$ cat config.mk
export PLATFORM = sky130hd
export DESIGN_NAME = object_move_gen
export DESIGN_NICKNAME = d
export VERILOG_FILES = /design/src/rtl/obj_move_pkg.sv /design/src/rtl/object_move_gen_speed_ramp.sv /design/src/rtl/object_move_gen.sv
export SDC_FILE = /design/constraint.sdc
export NUM_CORES = 1
export LEC_CHECK = 0
export CAP_MARGIN = 15
export CORE_MARGIN = 2
export CORE_UTILIZATION = 29
export CTS_CLUSTER_DIAMETER = 200
export DETAILED_ROUTE_END_ITERATION = 7
export PLACE_DENSITY = 0.54
export SKIP_LAST_GASP = 1
export SLEW_MARGIN = 25
export SYNTH_ARGS = -nofsm -noshare
export SYNTH_HDL_FRONTEND = slang
export SYNTH_SLANG_ARGS = --single-unit
export TNS_END_PERCENT = 1
$ cat constraint.sdc
create_clock -name clk -period 15.2 [get_ports clk]
set_clock_uncertainty 0.1 [all_clocks]
set_input_delay 1.52 -clock clk [delete_from_list [all_inputs] [get_ports clk]]
set_output_delay 1.52 -clock clk [all_outputs]
set_load 0.05 [all_outputs]
$ cat src/rtl/obj_move_pkg.sv
// Shared definitions for the sprite mover: FSM states, edge-code bit
// positions and the playfield limit helper.
package obj_move_pkg;

    typedef enum logic [2:0] {
        INIT_ST     = 3'd0,
        WAIT_SOF_ST = 3'd1,
        SPEED_ST    = 3'd2,
        POS_ST      = 3'd3,
        LIMIT_ST    = 3'd4
    } move_state_t;

    // Bit positions inside HitEdgeCode and the sticky edge latch.
    localparam int EDGE_LEFT   = 3;
    localparam int EDGE_TOP    = 2;
    localparam int EDGE_RIGHT  = 1;
    localparam int EDGE_BOTTOM = 0;

    // Largest legal top-left coordinate (in pixels) along one axis.
    function automatic int frame_limit(input int screen, input int obj, input int margin);
        return screen - 1 - margin - obj;
    endfunction

endpackage

$ cat src/rtl/object_move_gen_speed_ramp.sv
// One-axis speed ramp: steps the current speed toward the target by ACCEL
// and lands exactly on the target rather than overshooting it.
module speed_ramp #(
    parameter int ACCEL = 16
) (
    input  logic signed [31:0] speed,
    input  logic signed [31:0] target,
    output logic signed [31:0] speed_next
);

    localparam logic signed [31:0] ACCEL_S = 32'(ACCEL);

    logic signed [31:0] inc_s;
    logic signed [31:0] dec_s;

    assign inc_s = speed + ACCEL_S;
    assign dec_s = speed - ACCEL_S;

    // Choose the one-step move toward target, saturating at the target.
    always_comb begin
        speed_next = target;
        if (speed < target) begin
            if (inc_s > target) begin
                speed_next = target;
            end else begin
                speed_next = inc_s;
            end
        end else if (speed > target) begin
            if (dec_s < target) begin
                speed_next = target;
            end else begin
                speed_next = dec_s;
            end
        end else begin
            speed_next = target;
        end
    end

endmodule

$ cat src/rtl/object_move_gen.sv
// Per-frame sprite mover: fixed-point position/speed with speed ramping,
// optional gravity/jump, sticky collision edges, freeze and restart.
module object_move_gen
    import obj_move_pkg::*;
#(
    parameter int POS_W      = 11,
    parameter int FRAC_BITS  = 6,
    parameter int SCREEN_W   = 640,
    parameter int SCREEN_H   = 480,
    parameter int OBJ_W      = 32,
    parameter int OBJ_H      = 32,
    parameter int MARGIN     = 2,
    parameter int INIT_X     = 280,
    parameter int INIT_Y     = 185,
    parameter int MAX_SPEED  = 64,
    parameter int ACCEL      = 16,
    parameter int GRAVITY_EN = 0,
    parameter int GRAVITY    = 8,
    parameter int MAX_FALL   = 512,
    parameter int JUMP_SPEED = 320
) (
    input  logic                    clk,
    input  logic                    reset,
    input  logic                    startOfFrame,
    input  logic                    up_key_pressed,
    input  logic                    down_key_pressed,
    input  logic                    left_key_pressed,
    input  logic                    right_key_pressed,
    input  logic                    collision,
    input  logic [3:0]              HitEdgeCode,
    input  logic                    freeze,
    input  logic                    restart,
    output logic signed [POS_W-1:0] topLeftX,
    output logic signed [POS_W-1:0] topLeftY,
    output logic                    moving,
    output logic                    grounded
);

    localparam int FP_ONE = 1 << FRAC_BITS;
    localparam logic signed [31:0] INIT_X_FP  = 32'(INIT_X * FP_ONE);
    localparam logic signed [31:0] INIT_Y_FP  = 32'(INIT_Y * FP_ONE);
    localparam logic signed [31:0] MIN_FP     = 32'(MARGIN * FP_ONE);
    localparam logic signed [31:0] X_MAX_FP   = 32'(frame_limit(SCREEN_W, OBJ_W, MARGIN) * FP_ONE);
    localparam logic signed [31:0] Y_MAX_FP   = 32'(frame_limit(SCREEN_H, OBJ_H, MARGIN) * FP_ONE);
    localparam logic signed [31:0] MAX_SPD_S  = 32'(MAX_SPEED);
    localparam logic signed [31:0] GRAVITY_S  = 32'(GRAVITY);
    localparam logic signed [31:0] MAX_FALL_S = 32'(MAX_FALL);
    localparam logic signed [31:0] JUMP_S     = 32'(JUMP_SPEED);
    localparam logic signed [31:0] ZERO_S     = 32'sd0;

    move_state_t        state_r, fsm_nxt_s, state_d_s;
    logic signed [31:0] xpos_r, ypos_r, xspd_r, yspd_r;
    logic signed [31:0] xpos_nxt_s, ypos_nxt_s, xspd_nxt_s, yspd_nxt_s;
    logic signed [31:0] tgt_x_s, tgt_y_s, xramp_s, yramp_s, ygrav_s;
    logic signed [31:0] xspd_tmp_s, yspd_tmp_s;
    logic [3:0]         edge_r, edge_keep_s;
    logic               grounded_r, grounded_nxt_s, grnd_tmp_s;
    logic               prev_up_r, prev_up_nxt_s;
    logic               ybot_s;

    // Exactly one key of a pair selects a direction; none or both means stop.
    assign tgt_x_s = (right_key_pressed && !left_key_pressed) ? MAX_SPD_S :
                     ((left_key_pressed && !right_key_pressed) ? -MAX_SPD_S : ZERO_S);
    assign tgt_y_s = (down_key_pressed && !up_key_pressed) ? MAX_SPD_S :
                     ((up_key_pressed && !down_key_pressed) ? -MAX_SPD_S : ZERO_S);
    assign ygrav_s = yspd_r + GRAVITY_S;

    speed_ramp #(.ACCEL(ACCEL)) u_ramp_x (
        .speed      (xspd_r),
        .target     (tgt_x_s),
        .speed_next (xramp_s)
    );

    speed_ramp #(.ACCEL(ACCEL)) u_ramp_y (
        .speed      (yspd_r),
        .target     (tgt_y_s),
        .speed_next (yramp_s)
    );

    // Frame sequencer and datapath next-state computation.
    always_comb begin
        fsm_nxt_s      = state_r;
        xpos_nxt_s     = xpos_r;
        ypos_nxt_s     = ypos_r;
        xspd_nxt_s     = xspd_r;
        yspd_nxt_s     = yspd_r;
        grounded_nxt_s = grounded_r;
        prev_up_nxt_s  = prev_up_r;
        xspd_tmp_s     = xspd_r;
        yspd_tmp_s     = yspd_r;
        grnd_tmp_s     = grounded_r;
        ybot_s         = 1'b0;
        case (state_r)
            INIT_ST: begin
                xpos_nxt_s     = INIT_X_FP;
                ypos_nxt_s     = INIT_Y_FP;
                xspd_nxt_s     = ZERO_S;
                yspd_nxt_s     = ZERO_S;
                grounded_nxt_s = 1'b0;
                fsm_nxt_s      = WAIT_SOF_ST;
            end
            WAIT_SOF_ST: begin
                if (startOfFrame && !freeze) begin
                    fsm_nxt_s = SPEED_ST;
                end else begin
                    fsm_nxt_s = WAIT_SOF_ST;
                end
            end
            SPEED_ST: begin
                xspd_tmp_s = xramp_s;
                if (GRAVITY_EN != 0) begin
                    // A jump needs a fresh up press while standing on something.
                    if (up_key_pressed && !prev_up_r && grounded_r) begin
                        yspd_tmp_s = -JUMP_S;
                        grnd_tmp_s = 1'b0;
                    end else if (ygrav_s > MAX_FALL_S) begin
                        yspd_tmp_s = MAX_FALL_S;
                    end else begin
                        yspd_tmp_s = ygrav_s;
                    end
                end else begin
                    yspd_tmp_s = yramp_s;
                end
                // Latched edges kill only the speed component heading into them.
                if (edge_r[EDGE_LEFT] && (xspd_tmp_s < ZERO_S)) begin
                    xspd_nxt_s = ZERO_S;
                end else if (edge_r[EDGE_RIGHT] && (xspd_tmp_s > ZERO_S)) begin
                    xspd_nxt_s = ZERO_S;
                end else begin
                    xspd_nxt_s = xspd_tmp_s;
                end
                if (edge_r[EDGE_TOP] && (yspd_tmp_s < ZERO_S)) begin
                    yspd_nxt_s = ZERO_S;
                end else if (edge_r[EDGE_BOTTOM] && (yspd_tmp_s > ZERO_S)) begin
                    yspd_nxt_s = ZERO_S;
                end else begin
                    yspd_nxt_s = yspd_tmp_s;
                end
                if (edge_r[EDGE_BOTTOM] && (GRAVITY_EN != 0)) begin
                    grounded_nxt_s = 1'b1;
                end else begin
                    grounded_nxt_s = grnd_tmp_s;
                end
                prev_up_nxt_s = up_key_pressed;
                fsm_nxt_s     = POS_ST;
            end
            POS_ST: begin
                xpos_nxt_s = xpos_r + xspd_r;
                ypos_nxt_s = ypos_r + yspd_r;
                fsm_nxt_s  = LIMIT_ST;
            end
            LIMIT_ST: begin
                if (xpos_r < MIN_FP) begin
                    xpos_nxt_s = MIN_FP;
                    xspd_nxt_s = (xspd_r < ZERO_S) ? ZERO_S : xspd_r;
                end else if (xpos_r > X_MAX_FP) begin
                    xpos_nxt_s = X_MAX_FP;
                    xspd_nxt_s = (xspd_r > ZERO_S) ? ZERO_S : xspd_r;
                end else begin
                    xpos_nxt_s = xpos_r;
                    xspd_nxt_s = xspd_r;
                end
                if (ypos_r < MIN_FP) begin
                    ypos_nxt_s = MIN_FP;
                    yspd_nxt_s = (yspd_r < ZERO_S) ? ZERO_S : yspd_r;
                end else if (ypos_r > Y_MAX_FP) begin
                    ypos_nxt_s = Y_MAX_FP;
                    yspd_nxt_s = (yspd_r > ZERO_S) ? ZERO_S : yspd_r;
                    ybot_s     = 1'b1;
                end else begin
                    ypos_nxt_s = ypos_r;
                    yspd_nxt_s = yspd_r;
                end
                // Floor contact grounds the sprite; falling freely ungrounds it.
                if (GRAVITY_EN != 0) begin
                    if (ybot_s) begin
                        grounded_nxt_s = 1'b1;
                    end else if (yspd_r > ZERO_S) begin
                        grounded_nxt_s = 1'b0;
                    end else begin
                        grounded_nxt_s = grounded_r;
                    end
                end else begin
                    grounded_nxt_s = 1'b0;
                end
                fsm_nxt_s = WAIT_SOF_ST;
            end
            default: begin
                fsm_nxt_s = INIT_ST;
            end
        endcase
    end

    // Restart beats every other transition, including freeze.
    assign state_d_s = restart ? INIT_ST : fsm_nxt_s;

    // Edges accumulate until consumed by SPEED_ST; a same-cycle hit survives.
    assign edge_keep_s = (state_r == SPEED_ST) ? 4'b0000 : edge_r;

    // Sticky collision-edge latch.
    always_ff @(posedge clk or posedge reset) begin
        if (reset) begin
            edge_r <= 4'b0000;
        end else begin
            edge_r <= edge_keep_s | (collision ? HitEdgeCode : 4'b0000);
        end
    end

    // State, position, speed and flag registers.
    always_ff @(posedge clk or posedge reset) begin
        if (reset) begin
            state_r    <= INIT_ST;
            xpos_r     <= ZERO_S;
            ypos_r     <= ZERO_S;
            xspd_r     <= ZERO_S;
            yspd_r     <= ZERO_S;
            grounded_r <= 1'b0;
            prev_up_r  <= 1'b0;
        end else begin
            state_r    <= state_d_s;
            xpos_r     <= xpos_nxt_s;
            ypos_r     <= ypos_nxt_s;
            xspd_r     <= xspd_nxt_s;
            yspd_r     <= yspd_nxt_s;
            grounded_r <= grounded_nxt_s;
            prev_up_r  <= prev_up_nxt_s;
        end
    end

    // Pixel outputs are the floored fixed-point positions.
    assign topLeftX = POS_W'(xpos_r >>> FRAC_BITS);
    assign topLeftY = POS_W'(ypos_r >>> FRAC_BITS);
    assign moving   = (xspd_r != ZERO_S) || (yspd_r != ZERO_S);
    assign grounded = grounded_r;

endmodule

==> metrics, run 1 <==
max cap viols 0; period utilization 0.501; ANT nets after route 0; Core Area slightly above 50000 sq um; Total Wirelength roughly 50 mm; Synth Area per Inst ~8.0 sq um; violation count after the first detailed-route iteration between 1k and 1.5k; Syn Nets ~2.1k; max frequency 131 MHz; P_leak approximately 7.4 nW; Post-Synthesis Cell Area ~15000 sq um; reg2reg setup slack roughly 7.6 ns; share of layout cells above drive strength 1 0.0428; Worst-Margin Slew 0.942 ns; initial antenna violation count 0; DIE AREA 53900 sq um; Initial Util 0.294; cell count after placement between 2k and 3k; CTS tree yes; endpoints failing setup 0; hold depth 2; Top FF cell, synth dfrtp_1; vias approximately 14k; Fin. Hold Viols 0; RePlAce Congestion 0.964; synthesis-to-layout area growth 9.38%; setup tns final 0 ns; post-synthesis cell count 1895; Yosys reg bits roughly 140; clock sinks around 140; H-tree depth 4; DRC 0; Async SR Flop Fraction 1.00; status complete, no violations; post-synth cell types 79; r2r worst-path depth 20; CTS buffer count 17; DRT Pass-1 Iters 6; most common cell in the netlist ha_1; crit-path leading delay family simple AND/OR/NAND/NOR gates; Hold WC Path Type reg -> reg; Reg2Reg Launch Point xspd_r[4]; largest net degree at the start of global routing 80; vias per cell approximately 5.6; Pins Over Slew Limit 0; crit-path most repeated cell nand4_1; Setup Fix Bufs, Post-CTS 0; CTS root buf clkbuf_16; vias in the first global route 13.6k; CP endpoint kind flip-flop; Net Sw Power around 0.54 mW; global-route wire length before repair about 77 mm; crit path DAT about 8 ns; crit path launch xspd_r[4]; sequential share of the synthesized area 0.224; gr usage total 0.181; GRT overflow 0; CP Capture Point xspd_r[2]; synth cell count leaders 224 x ha_1, 218 x nand2_1, 148 x a21oi_1; area of the multi-input gates between 10000 and 15000 sq um; Storage cell area between 3000 and 4000 sq um; wire per inst 19.4 um; CP Data Required Time ~15 ns; final core utilization 0.321; largest cells by area after synthesis dfrtp_1 22%, ha_1 19%, xnor2_1 5.6%; IO Pins 38; Port Buffers 36; DP HPWL a little under 40 mm; Gate power share 0.384; Die Span Y 232 um; EDFF count, synth 0; Clock transition at path regs 0.07 ns; Final #Nets about 2.1k; hold_sp xpos_r[2]; CP cell instances inv_1 -> ha_1 -> nor3b_1 -> nand4_1 -> or4_1 -> xnor2_1 -> inv_1 -> ha_1 -> and3_1 -> o311a_1 -> nor4_1 -> nand4_1 -> nand4_1 -> nor2_2 -> nor3_2 -> o2111ai_1 -> nor4_1 -> a31oi_1 -> o21bai_2 -> and2_1; Max Fanout on Critical Path 16; Synthesis Warnings 0; max_slew headroom 0.369; Fin Hold WS roughly 0.42 ns; worst-case clock buffer depth 2; RSZ-0062 raised after global routing no; Power per Cell Area about 80 nW/um^2; Critical Path Max Stage Delay 0.82 ns; switching share of power 0.406; CTS Hold Bufs 0; FF-to-FF End xspd_r[2]; post-CTS sizing 0; Internal Power ~0.79 mW; CP Buf/Inv Count 2; CP startpoint kind flip-flop; kind of critical path reg -> reg; CP max stage cell nor3_2; top cell type's share of synthesized area 0.224; area leader, netlist dfrtp_1; worst vdd ir 0.0736 mV; Sequential Power Share 0.290; Critical Path Stages 20; Final min period about 7.6 ns; clock share of power 0.326; Die Wd around 230 um; Placement Rows between 80 and 90; Non-Filler Instances 2551; clk_lat worst skew 0.43 ns; Layout fillers approximately 5.4k
## flip-flops by register name, summed over array words and instances (netlist names)
name / cells
ypos_r: 32
xspd_r: 32
xpos_r: 32
edge_r: 4
yspd_r: 32
state_r: 3
## metrics by stage
| stage | total power, mW | setup WS (ns) | instance area (sq um) |
|---|---|---|---|
| 2_1_floorplan | 0.737 | 8.67 | 15100 |
| 3_3_place_gp | 0.879 | 7.65 | 15900 |
| 3_5_place_dp | 0.888 | 7.41 | 15900 |
| 4_1_cts | 1.32 | 7.74 | 16500 |
| 5_1_grt | 1.39 | 7.35 | 16500 |
| 6_report | 1.32 | 7.59 | 16500 |
## cell type report
| cell class | instances | share of cell area |
|---|---|---|
| multi-input combinational | 1573 | 0.662 |
| sequential | 135 | 0.204 |
| tap | 680 | 0.0515 |
| clock buffer | 18 | 0.0266 |
| timing repair buffer | 44 | 0.0254 |
| inverter | 86 | 0.0198 |
| clock inverter | 14 | 0.0100 |
| antenna | 1 | 0.000151 |
## placed cells by master (no fill, tap or decap), drive strengths merged, types with 16 or more instances in the layout
cell type	Yosys	final
a21o	30	30
a21oi	148	148
a22o	21	21
and3	26	26
clkbuf	64	18
clkdlybuf4s50	0	36
dfrtp	135	135
ha	224	224
inv	86	92
nand2	219	219
nand2b	16	16
nand3	64	64
nand4	60	60
nor2	98	98
nor2b	16	16
nor3	67	67
nor4	40	40
o21ai	130	130
o31ai	16	16
or3	17	17
xnor2	96	96
xor2	62	62
## worst register-to-register path, stage by stage, from the launching register on
cell       delay (ns)
dfrtp_1          0.54
inv_1            0.15
ha_1             0.30
nor3b_1          0.59
nand4_1          0.45
or4_1            0.55
xnor2_1          0.25
inv_1            0.09
ha_1             0.30
and3_1           0.15
o311a_1          0.34
nor4_1           0.71
nand4_1          0.43
nand4_1          0.41
nor2_2           0.21
nor3_2           0.82
o2111ai_1        0.23
nor4_1           0.38
a31oi_1          0.20
o21bai_2         0.21
and2_1           0.16
## layer usage
layer	share of wire	up-vias	track usage
li1	-	6921	-
met1	0.46	6943	0.244
met2	0.47	459	0.306
met3	0.048	72	0.0189
met4	0.023	0	0.0511
met5	0	-	0
## logic make-up after synthesis
group           synth area share
compound gates             0.208
simple gates               0.230
flops                      0.224
buf+inv                   0.0537
other cells             0.000248
fa+ha+maj                  0.188
mux                      0.00489
xor+xnor                  0.0916
## how the worst min path moves through the flow
stage	end	slack, ns
global route	xpos_r[3]	0.45
CTS	xpos_r[2]	0.43
floorplan	xspd_r[31]	0.35
detailed placement	xpos_r[2]	0.41
global placement	ypos_r[21]	0.40
finish	xpos_r[2]	0.42
## power groups by stage
stage,registers [mW],clock network (mW),logic (mW)
2_1_floorplan,0.380,0,0.358
3_3_place_gp,0.390,0,0.489
4_1_cts,0.384,0.437,0.501
6_report,0.384,0.432,0.509
5_1_grt,0.385,0.455,0.551
3_5_place_dp,0.390,0,0.498
No activity file was read; power rests on OpenSTA's default activity.
==> run 2: changes to the inputs <==
--- a/config.mk
+++ b/config.mk
@@ -10,7 +10,7 @@
 export CORE_UTILIZATION = 29
 export CTS_CLUSTER_DIAMETER = 200
 export DETAILED_ROUTE_END_ITERATION = 7
-export PLACE_DENSITY = 0.54
+export PLACE_DENSITY = 0.56
 export SKIP_LAST_GASP = 1
 export SLEW_MARGIN = 25
 export SYNTH_ARGS = -nofsm -noshare
==> constraint.sdc (replaced) <==
create_clock -name clk -period 6.2 [get_ports clk]
set_clock_uncertainty 0.1 [all_clocks]
set_input_delay 0.62 -clock clk [delete_from_list [all_inputs] [get_ports clk]]
set_output_delay 0.62 -clock clk [all_outputs]
set_load 0.05 [all_outputs]
==> metrics, run 2 (synthesis results as in run 1) <==
Non-Filler Instances 2626; gr usage total 0.189; RePlAce Congestion approximately 0.95; Layout fillers approximately 5.4k; most common cell after layout, fill and taps aside ha_1; Clock transition at path regs 0.07 ns; P_leak between 7 and 8 nW; Fin Hold WS slightly below 0.4 ns; worst vdd ir between 0.15 and 0.2 mV; Critical Path Max Stage Delay around 0.63 ns; DIE AREA ~54000 sq um; CTS buffer count 17; reg2reg setup slack between 0.2 and 0.3 ns; DRT Pass-1 Iters 5; Port Buffers 36; worst-case clock buffer depth 2; status complete, no violations; global-route wire length before repair between 80 and 90 mm; fin worst setup slack roughly 0.27 ns; Power per Cell Area between 150 and 200 nW/um^2; initial antenna violation count 0; Pins Over Slew Limit 0; H-tree depth 4; CP max stage cell or4_1; violation count after the first detailed-route iteration about 1.2k; share of layout cells above drive strength 1 0.0853; most frequent cells in the layout 224 x ha_1, 217 x nand2_1, 147 x a21oi_1; vias per cell approximately 5.6; CTS root buf clkbuf_16; Final min period 5.93 ns; clk_lat worst skew ~0.44 ns; Worst-Margin Slew between 1 and 1.5 ns; ANT nets after route 0; vias in the first global route about 14k; vias between 10k and 15k; synthesis-to-layout area growth 13.8%; DRC 0; endpoints failing setup 0; Placement Rows 83; IO Pins 38; Final #Nets 2172; CTS tree yes; CTS Hold Bufs 0; cell count after placement 2592; Hold WC Path Type reg -> reg; Initial Util 0.294; max_slew headroom 0.292; CP endpoint kind flip-flop; Die Span Y about 230 um; clock sinks about 140; crit path DAT about 6 ns; GRT overflow 0; Total Wirelength a little over 50 mm; DP Worst Slack 0.00227 ns; CP startpoint kind flip-flop; max cap viols 0; RSZ-0062 raised after global routing yes; largest net degree at the start of global routing 97; period utilization 0.957; Fin. Hold Viols 0; CP cell instances or4_1 -> nor3_4 -> nand3b_1 -> or2_1 -> nor2_1 -> nand2_1 -> xnor2_1 -> ha_1 -> nand4_1 -> nor4_2 -> nand2_1 -> a31oi_2 -> o211a_1 -> or2_4 -> nor3_1 -> a221oi_1 -> buf_4 -> nand4_1 -> nor4_4 -> a21oi_1 -> o31ai_1; Die Wd 232 um; Max Fanout on Critical Path 11; CP Data Required Time approximately 6.4 ns; wire per inst ~20 um; Core Area 51400 sq um; DP HPWL 40.8 mm; max frequency between 150 and 200 MHz; kind of critical path reg -> reg
-- run 2: path summary, 6_finish.rpt --
kind	cells past startpoint	from	end
max in group asynchronous	3	reset	xpos_r[27]
min reg2reg	1	edge_r[2]	yspd_r[31]
max	21	yspd_r[9]	yspd_r[4]
min in group asynchronous	2	reset	ypos_r[10]
min	1	edge_r[2]	yspd_r[31]
max reg2reg	21	yspd_r[9]	yspd_r[4]
-- run 2: critical path, delay by kind of cell (launching register included) --
kind,cells,cell delay (ns)
AOI/OAI and AO/OA,5,1.21
and+or+nand+nor,13,3.24
adders and majority gates,1,0.35
DFF,1,0.52
buffers and inverters,1,0.20
xor gates and xnor gates,1,0.18
-- run 2: area by class of cell --
cell class	count	area, sq um	share of cell area
timing repair buffer	119	1020	0.0594
antenna	1	2.50	0.000146
inverter	86	328	0.0191
sequential	135	3380	0.197
clock inverter	13	149	0.00866
multi-input combinational	1573	11000	0.641
clock buffer	19	433	0.0252
tap	680	851	0.0495
-- run 2: what timing repair did --
item | 4_1_cts | 5_1_grt
pin swaps | 1 | 0
gates cloned | 0 | 0
buffers inserted | 1 | 0
resized for setup | 0 | 19
endpoints found under the setup margin | 5 | 36
-- run 2: per-stage QoR --
stage	total power, mW	util	cell area [sq um]	setup TNS [ns]
finish	3.32	0.335	17200	0
detailed placement	2.26	0.321	16500	0
floorplan	1.81	-	15100	0
global placement	2.24	0.321	16500	0
CTS	3.29	0.332	17100	0
global route	3.52	0.334	17200	-0.644
-- run 2: per-layer routing --
layer | part of all wire | global-route usage
met4 | 0.038 | 0.0763
met1 | 0.45 | 0.243
met2 | 0.48 | 0.323
met3 | 0.035 | 0.0194
met5 | 0 | 0
-- run 2: power breakdown --
group          switching (mW)  internal (mW)
logic                   0.870          0.499
clock network           0.428          0.596
registers              0.0331          0.898
